<file path="src/rtl/seg7_pkg.sv">
// rtl/seg7_pkg.sv - shared constants, glyph codes and leading-zero helper for the scan controller
package seg7_pkg;

  localparam logic [7:0] SEG_BLANK = 8'hFF;
  localparam logic [7:0] AN_OFF    = 8'hFF;

  // Active-low {DP,g,f,e,d,c,b,a} with the decimal point off
  localparam logic [7:0] GLYPH_0 = 8'hC0;
  localparam logic [7:0] GLYPH_1 = 8'hF9;
  localparam logic [7:0] GLYPH_2 = 8'hA4;
  localparam logic [7:0] GLYPH_3 = 8'hB0;
  localparam logic [7:0] GLYPH_4 = 8'h99;
  localparam logic [7:0] GLYPH_5 = 8'h92;
  localparam logic [7:0] GLYPH_6 = 8'h82;
  localparam logic [7:0] GLYPH_7 = 8'hF8;
  localparam logic [7:0] GLYPH_8 = 8'h80;
  localparam logic [7:0] GLYPH_9 = 8'h90;
  localparam logic [7:0] GLYPH_A = 8'h88;
  localparam logic [7:0] GLYPH_B = 8'h83;
  localparam logic [7:0] GLYPH_C = 8'hC6;
  localparam logic [7:0] GLYPH_D = 8'hA1;
  localparam logic [7:0] GLYPH_E = 8'h86;
  localparam logic [7:0] GLYPH_F = 8'h8E;

  // Bit i set when nibbles i..7 are all zero; bit 0 is never set so the
  // least significant digit always shows.
  function automatic logic [7:0] lz_mask(input logic [31:0] value);
    logic       all_zero;
    logic [7:0] mask;
    all_zero = 1'b1;
    mask     = '0;
    for (int i = 7; i >= 1; i--) begin
      all_zero = all_zero & (value[4*i +: 4] == 4'h0);
      mask[i]  = all_zero;
    end
    return mask;
  endfunction

endpackage

</file>
<file path="src/rtl/seg7_glyph_rom.sv">
// rtl/seg7_glyph_rom.sv - hex nibble to active-low 7-segment glyph
module seg7_glyph_rom
  import seg7_pkg::*;
(
  input  logic [3:0] nibble,
  output logic [6:0] glyph
);

  always_comb begin
    glyph = GLYPH_0[6:0];
    case (nibble)
      4'h0: glyph = GLYPH_0[6:0];
      4'h1: glyph = GLYPH_1[6:0];
      4'h2: glyph = GLYPH_2[6:0];
      4'h3: glyph = GLYPH_3[6:0];
      4'h4: glyph = GLYPH_4[6:0];
      4'h5: glyph = GLYPH_5[6:0];
      4'h6: glyph = GLYPH_6[6:0];
      4'h7: glyph = GLYPH_7[6:0];
      4'h8: glyph = GLYPH_8[6:0];
      4'h9: glyph = GLYPH_9[6:0];
      4'hA: glyph = GLYPH_A[6:0];
      4'hB: glyph = GLYPH_B[6:0];
      4'hC: glyph = GLYPH_C[6:0];
      4'hD: glyph = GLYPH_D[6:0];
      4'hE: glyph = GLYPH_E[6:0];
      4'hF: glyph = GLYPH_F[6:0];
      default: glyph = GLYPH_0[6:0];
    endcase
  end

endmodule

</file>
<file path="src/rtl/seg7_scan_ctrl.sv">
// rtl/seg7_scan_ctrl.sv - 8-digit multiplexed 7-segment scanner with frame-synchronous value commit
module seg7_scan_ctrl
  import seg7_pkg::*;
#(
  parameter int SCAN_DIV   = 100000,
  parameter int NUM_DIGITS = 8,
  parameter int LZ_BLANK   = 1
) (
  input  logic        clk,
  input  logic        rst_n,
  input  logic        wr_valid,
  input  logic [31:0] wr_data,
  input  logic [7:0]  wr_dp,
  output logic        wr_ready,
  input  logic [7:0]  digit_en,
  output logic [7:0]  an,
  output logic [7:0]  seg,
  output logic        frame_tick
);

  localparam int             PW        = $clog2(SCAN_DIV);
  localparam logic [PW-1:0]  PRESC_MAX = PW'(SCAN_DIV - 1);
  localparam logic [2:0]     IDX_MAX   = 3'(NUM_DIGITS - 1);

  logic [PW-1:0] presc;
  logic [2:0]    idx;
  logic          tc;
  logic          boundary;

  logic [31:0]   pend_data;
  logic [7:0]    pend_dp;
  logic          pend_flag;
  logic [31:0]   shadow_data;
  logic [7:0]    shadow_dp;
  logic          xfer;
  logic          commit;

  logic [3:0]    nibble;
  logic [6:0]    glyph;
  logic [7:0]    lz;
  logic          suppressed;

  assign tc       = (presc == PRESC_MAX);
  assign boundary = tc && (idx == IDX_MAX);
  assign xfer     = wr_valid && wr_ready;
  assign commit   = boundary && pend_flag;

  always_ff @(posedge clk or negedge rst_n) begin
    if (!rst_n) begin
      presc      <= '0;
      idx        <= '0;
      frame_tick <= 1'b0;
    end else begin
      frame_tick <= boundary;
      if (tc) begin
        presc <= '0;
        idx   <= (idx == IDX_MAX) ? 3'd0 : idx + 3'd1;
      end else begin
        presc <= presc + 1'b1;
      end
    end
  end

  // Pending and shadow are mutually exclusive owners: wr_ready is low exactly
  // while a value waits, so a commit and a new transfer never share a cycle.
  always_ff @(posedge clk or negedge rst_n) begin
    if (!rst_n) begin
      pend_data   <= '0;
      pend_dp     <= '0;
      pend_flag   <= 1'b0;
      shadow_data <= '0;
      shadow_dp   <= '0;
      wr_ready    <= 1'b1;
    end else if (commit) begin
      shadow_data <= pend_data;
      shadow_dp   <= pend_dp;
      pend_flag   <= 1'b0;
      wr_ready    <= 1'b1;
    end else if (xfer) begin
      pend_data   <= wr_data;
      pend_dp     <= wr_dp;
      pend_flag   <= 1'b1;
      wr_ready    <= 1'b0;
    end
  end

  assign nibble = shadow_data[{idx, 2'b00} +: 4];

  seg7_glyph_rom u_glyph_rom (
    .nibble (nibble),
    .glyph  (glyph)
  );

  always_comb begin
    lz         = lz_mask(shadow_data);
    suppressed = !digit_en[idx] || ((LZ_BLANK != 0) && lz[idx]);
  end

  // Blanking on tc lands in the slot's first cycle, hiding the anode switch.
  always_ff @(posedge clk or negedge rst_n) begin
    if (!rst_n) begin
      an  <= AN_OFF;
      seg <= SEG_BLANK;
    end else if (tc || suppressed) begin
      an  <= AN_OFF;
      seg <= SEG_BLANK;
    end else begin
      an  <= ~(8'h01 << idx);
      seg <= {~shadow_dp[idx], glyph};
    end
  end

endmodule

</file>
<file path="config.mk">
export PLATFORM = sky130hd
export DESIGN_NAME = seg7_scan_ctrl
export DESIGN_NICKNAME = d
export VERILOG_FILES = /design/src/rtl/seg7_pkg.sv /design/src/rtl/seg7_glyph_rom.sv /design/src/rtl/seg7_scan_ctrl.sv
export SDC_FILE = /design/constraint.sdc
export NUM_CORES = 1
export LEC_CHECK = 0
export BUFFER_PORTS_ARGS = -buffer_cell sky130_fd_sc_hd__buf_2
export CORE_MARGIN = 2
export CORE_UTILIZATION = 54
export CTS_BUF_LIST = sky130_fd_sc_hd__clkbuf_4 sky130_fd_sc_hd__clkbuf_8
export CTS_CLUSTER_SIZE = 30
export DETAILED_ROUTE_END_ITERATION = 7
export GPL_ROUTABILITY_DRIVEN = 1
export GPL_TIMING_DRIVEN = 0
export PLACE_DENSITY = 0.78
export SKIP_CTS_REPAIR_TIMING = 1
export SLEW_MARGIN = 10
export SYNTH_ARGS = -nofsm -noshare
export SYNTH_HDL_FRONTEND = slang
export SYNTH_SLANG_ARGS = --single-unit
export TNS_END_PERCENT = 20
</file>
<file path="constraint.sdc">
create_clock -name clk -period 2.56 [get_ports clk]
set_input_delay 0.768 -clock clk [delete_from_list [all_inputs] [get_ports clk]]
set_output_delay 0.768 -clock clk [all_outputs]
set_load 0.01 [all_outputs]
</file>
==> results of run 1 <==
==> cells by family (layout without fill, tap and decap cells) <==
group / after synthesis / in the layout / share of synthesized area [%]
buffers and inverters: 25 / 129 / 2.33
AO/OA/AOI/OAI: 19 / 19 / 2.31
adder cells (fa/ha/maj): 13 / 13 / 3.09
AND/OR/NAND/NOR: 85 / 85 / 8.59
multiplexers: 101 / 101 / 24.0
flip-flops: 119 / 119 / 57.0
XOR/XNOR: 16 / 16 / 2.66
==> synthesized netlist by cell type <==
master / n / area (um2)
a21oi_1: 4 / 20.0
ha_1: 13 / 163
and3_1: 3 / 18.8
or4_1: 1 / 7.51
mux2_2: 41 / 462
nor4b_1: 1 / 8.76
xor2_1: 10 / 87.6
and2_1: 1 / 6.26
o22ai_1: 1 / 6.26
or3b_2: 1 / 8.76
nor2b_1: 2 / 12.5
nand3b_1: 2 / 15.0
a31oi_1: 1 / 6.26
mux2i_1: 8 / 80.1
o221ai_1: 1 / 8.76
dfstp_2: 17 / 447
dfrtp_1: 102 / 2550
buf_2: 11 / 55.1
nor4_4: 1 / 21.3
nand2b_1: 1 / 6.26
o21a_1: 1 / 7.51
a21o_1: 1 / 7.51
nor2_1: 17 / 63.8
buf_4: 2 / 15.0
mux4_2: 12 / 270
or3_1: 1 / 6.26
nor3_1: 6 / 30.0
clkinv_1: 2 / 7.51
clkbuf_1: 3 / 11.3
o21ai_1: 1 / 5.00
o32a_1: 1 / 10.0
buf_6: 1 / 11.3
mux2_1: 40 / 450
o21ai_0: 5 / 25.0
o2111ai_1: 2 / 17.5
xnor2_1: 6 / 52.6
nand4_1: 9 / 56.3
nor4_1: 7 / 43.8
inv_1: 6 / 22.5
nand3_1: 21 / 105
a211oi_1: 1 / 7.51
nand2_1: 11 / 41.3
==> power breakdown <==
| group | switching, W | leakage, nW | internal, W |
|---|---|---|---|
| Clock | 0.000775 | 0.208 | 0.00106 |
| Sequential | 0.000000939 | 1.58 | 0.00189 |
| Combinational | 0.0000565 | 1.37 | 0.0000412 |
| Total | 0.000833 | 3.17 | 0.00299 |
==> path summary, 6_finish.rpt <==
kind,from,to,slack (ps),cells past startpoint
worst max register to register,idx[0],seg[0],20,9
worst min register to register,pend_dp[3],pend_dp[3],490,1
min in group clk,pend_dp[3],pend_dp[3],490,1
worst min-delay path,rst_n,pend_data[0],290,1
worst max-delay path,idx[0],seg[0],20,9
max in group asynchronous,rst_n,wr_ready,1560,2
==> metal layers <==
metal | global-route usage [%] | vias to the layer above | wire, um
met1 | 26.6 | 1700 | 4340
met5 | 0 | - | 0
met2 | 33.1 | 91 | 4980
li1 | - | 1556 | -
met4 | 10.8 | 0 | 244
met3 | 5.29 | 22 | 473
==> sequential cells by signal, indices dropped and copies added, names as in the netlist <==
signal       count
presc           17
idx              3
pend_dp          8
wr_ready         1
frame_tick       1
pend_data       32
shadow_dp        8
an               8
seg              8
shadow_data     32
pend_flag        1
==> cell usage in the layout, fill, tap and decap left out, types with 10 or more instances in the layout <==
cell,instances
ha_1,12
nand2_1,11
dfstp_2,17
clkbuf_8,17
mux4_2,12
dfrtp_1,102
mux2_1,40
nand3_1,21
buf_2,78
mux2_2,41
nor2_1,17
xor2_1,10
==> metrics by stage <==
stage	power, W	worst slack, ps	cell area (um2)
3_3_place_gp	0.00202	-586	5770
3_5_place_dp	0.00203	-569	5800
2_1_floorplan	0.00194	18.0	5260
5_1_grt	0.00397	-71.1	6320
6_report	0.00383	15.3	6320
4_1_cts	0.00387	-559	6240
==> cell type report <==
| cell class | instances | area share [%] |
|---|---|---|
| multi-input combinational | 234 | 34.4 |
| inverter | 8 | 0.535 |
| clock inverter | 15 | 3.23 |
| buffer | 17 | 1.72 |
| timing repair buffer | 72 | 6.28 |
| clock buffer | 17 | 3.70 |
| sequential | 119 | 47.5 |
| tap | 133 | 2.63 |
==> worst max-delay path: stages, from the launching register on <==
cell and delay, ps:
dfrtp_1 410, buf_6 170, buf_12 150, mux4_2 540, mux2i_4 230, inv_2 80
ha_2 210, or3b_2 460, o221ai_1 80, nand3_1 110
==> impl_metrics.json, run 1 <==
{
  "status": "complete, no violations",
  "syn_inst": 378,
  "min_period_ps": 2540,
  "finClkSkew_ps": 7.01,
  "layout_worst_path_cycle_share_pct": 99.4,
  "multi_input_area_mm2": 0.00218,
  "drc": 0,
  "vias_per_cell": 5.48,
  "area_growth_pct": 20.1,
  "report.final.slew_viol_count": 0,
  "ys_warn_count": 0,
  "grt_max_degree": 62,
  "synth_fp_nets": 442,
  "drt_iter0_markers": 192,
  "clockBufferDepth": 2,
  "hold_ws_ps": 292,
  "syn_avg_cell_area_um2": 13.9,
  "grt_pass1_wl_um": 16200,
  "io_pins": 69,
  "grt_pass1_vias": 3311,
  "syn-cell-area_mm2": 0.00526,
  "clk_latency_ps": 440,
  "path_class": "reg2reg",
  "clk_pin_slew_ps": 70,
  "ys_seq_area_share_pct": 57.0,
  "antenna_found_initial": 0,
  "end_kind": "flip-flop",
  "dpl.hpwl_um": 7190,
  "cts_tree": "done",
  "drt_pass1_iterations": 4,
  "die_h_um": 103,
  "utilization_pct": 65.9,
  "leakagePower_nw": 3.17,
  "track_usage_pct": 20.8,
  "num_vias": 3369,
  "overflow": 0,
  "routed_wl_um": 10000,
  "cts_buffers": 17,
  "hold_class": "in2async",
  "layoutNonFillerInstCount": 615,
  "layout-drive-gt1-share_pct": 41.1,
  "initial_core_util_pct": 54.8,
  "fillers": 738,
  "cap_violations": 0,
  "seq_area_mm2": 0.00300,
  "port_buffers": 68,
  "fp.dieW_um": 103,
  "hold_viol_final": 0,
  "critical_path_peak_fanout": 10,
  "dp.cells": 580,
  "crit_required_ps": 2890,
  "core_area_mm2": 0.00959,
  "synth_cell_types": 42,
  "dieArea_mm2": 0.0105,
  "powerDensity_mw_per_mm2": 606,
  "row_count": 36,
  "final.setup.tns_ps": 0,
  "cts.sinks": 119,
  "cp.arrival_ps": 2880,
  "cts-root-buf": "clkbuf_8",
  "slew_headroom_pct": 60.3,
  "ir_drop_v": 0.000380,
  "fmax_mhz": 393,
  "num_antenna_cells": 0,
  "antenna_left": 0,
  "rsz0062_at_grt": "yes",
  "tightest_slew_ps": 587,
  "fin_nets": 533,
  "setup.worst_path.start_class": "flip-flop",
  "ctsHtreeMaxLevel": 4,
  "wl_per_cell_um": 16.3,
  "gp_congestion": 0.902,
  "setup_violations": 0,
  "ys_ff_latch": 119
}
(Power assumes the default switching activity.)
==> inputs of run 2 (changes only) <==
--- a/config.mk
+++ b/config.mk
@@ -14,6 +14,7 @@
 export GPL_ROUTABILITY_DRIVEN = 1
 export GPL_TIMING_DRIVEN = 0
 export PLACE_DENSITY = 0.78
+export RECOVER_POWER = 100
 export SKIP_CTS_REPAIR_TIMING = 1
 export SLEW_MARGIN = 10
 export SYNTH_ARGS = -nofsm -noshare
==> run 2 against run 1 <==
Compared with the run above: routed wire length is 0.36% higher; critical endpoint unchanged; worst hold slack better by 190 ps; global-route usage stayed put; cell area is 0.44% lower; clock skew hardly changed; largest power group unchanged; clock-buffer cell count stayed put; setup slack better by 3.1 ps; die area stayed put; combinational power is 2.5% lower; sequential share of layout area is 0.21 points higher.
==> impl_metrics.json, run 2 (synthesis results as in run 1) <==
{
  "status": "complete, no violations",
  "drc": 0,
  "finClkSkew_ps": 7.04,
  "cts.sinks": 119,
  "layout_worst_path_cycle_share_pct": 99.3,
  "clk_latency_ps": 440,
  "hold_viol_final": 0,
  "overflow": 0,
  "setup_violations": 0,
  "utilization_pct": 65.6,
  "cts_buffers": 17,
  "cp.arrival_ps": 2870,
  "die_h_um": 103,
  "top_regs": "pend_data: 32 flops, shadow_data: 32 flops, presc: 17 flops",
  "grt_pass1_vias": 3311,
  "drt_pass1_iterations": 4,
  "num_vias": 3360,
  "area_growth_pct": 19.6,
  "dp.cells": 580,
  "antenna_left": 0,
  "wl_per_cell_um": 16.4,
  "ctsHtreeMaxLevel": 4,
  "powerDensity_mw_per_mm2": 608,
  "min_period_ps": 2540,
  "cts_tree": "done",
  "fmax_mhz": 393,
  "io_pins": 69,
  "layoutNonFillerInstCount": 615,
  "vias_per_cell": 5.46,
  "clockBufferDepth": 2,
  "final.setup.tns_ps": 0,
  "clk_pin_slew_ps": 70,
  "setup.worst_path.start_class": "flip-flop",
  "final_common_cell": "dfrtp_1",
  "dieArea_mm2": 0.0105,
  "grt_max_degree": 62,
  "num_antenna_cells": 0,
  "end_kind": "flip-flop",
  "crit_required_ps": 2890,
  "hold_class": "reg2reg",
  "multi_input_area_mm2": 0.00218,
  "row_count": 36,
  "rsz0062_at_grt": "yes",
  "antenna_found_initial": 0,
  "cap_violations": 0,
  "path_class": "reg2reg",
  "leakagePower_nw": 3.13,
  "layout-drive-gt1-share_pct": 37.3,
  "fillers": 748,
  "fin_nets": 533,
  "initial_core_util_pct": 54.8,
  "drt_iter0_markers": 193,
  "dpl.hpwl_um": 7190,
  "total_power_w": 0.00383,
  "gp_congestion": 0.902,
  "routed_wl_um": 10100,
  "report.final.slew_viol_count": 0,
  "core_area_mm2": 0.00959,
  "fp.dieW_um": 103,
  "cts-root-buf": "clkbuf_8",
  "port_buffers": 68,
  "seq_area_mm2": 0.00300,
  "mostFrequentLayoutCells": "dfrtp_1, buf_2, mux2_2",
  "ir_drop_v": 0.000380,
  "track_usage_pct": 20.8,
  "grt_pass1_wl_um": 16200,
  "tightest_slew_ps": 1450,
  "slew_headroom_pct": 3.36,
  "critical_path_peak_fanout": 10
}
==> run 2: cell count changes in the layout (fill, tap and decap cells not counted), sizes merged <==
| cell | change |
|---|---|
| buf | -18 |
| clkbuf | +18 |
==> run 2: cell type report <==
type	instances	area share (%)
plain buffers	17	1.73
flip-flops and latches	119	47.7
clock inverters	15	3.24
repair buffers	72	5.87
well taps	133	2.65
inverters	8	0.537
clock buffers	17	3.72
multi-input cells	234	34.6
==> run 2: final timing paths <==
path | from | to | slack [ps] | cells past startpoint
min reg2reg | pend_dp[3] | pend_dp[3] | 490 | 1
min in group asynchronous | rst_n | pend_data[0] | 670 | 1
max reg2reg | idx[0] | seg[0] | 20 | 9
min | pend_dp[3] | pend_dp[3] | 490 | 1
max | idx[0] | seg[0] | 20 | 9
max in group asynchronous | rst_n | wr_ready | 920 | 2
==> run 2: stage by stage <==
stage	setup WS (ps)	instance area [um2]	hold WS, ps
6_report	18.4	6290	486
3_5_place_dp	-569	5800	474
3_3_place_gp	-586	5770	462
4_1_cts	-559	6240	296
5_1_grt	-71.1	6290	507
2_1_floorplan	18.0	5260	452
==> run 2: layer usage <==
layer / global-route usage (%) / part of all wire [%]
met3: 5.29 / 4.7
met1: 26.6 / 44
met2: 33.1 / 49
met4: 10.8 / 2.4
met5: 0 / 0
==> run 2: critical path, cell delays in order (launching register included) <==
cell,delay [ps]
dfrtp_1,410
buf_6,170
buf_12,150
mux4_2,540
mux2i_4,220
inv_2,80
ha_2,210
or3b_2,460
o221ai_1,80
nand3_1,110
==> run 2: where the power goes <==
part | internal [W] | total (W) | switching [W]
registers | 0.00189 | 0.00189 | 0.00000116
logic | 0.0000388 | 0.0000953 | 0.0000566
clock network | 0.00106 | 0.00184 | 0.000776
total | 0.00299 | 0.00383 | 0.000833
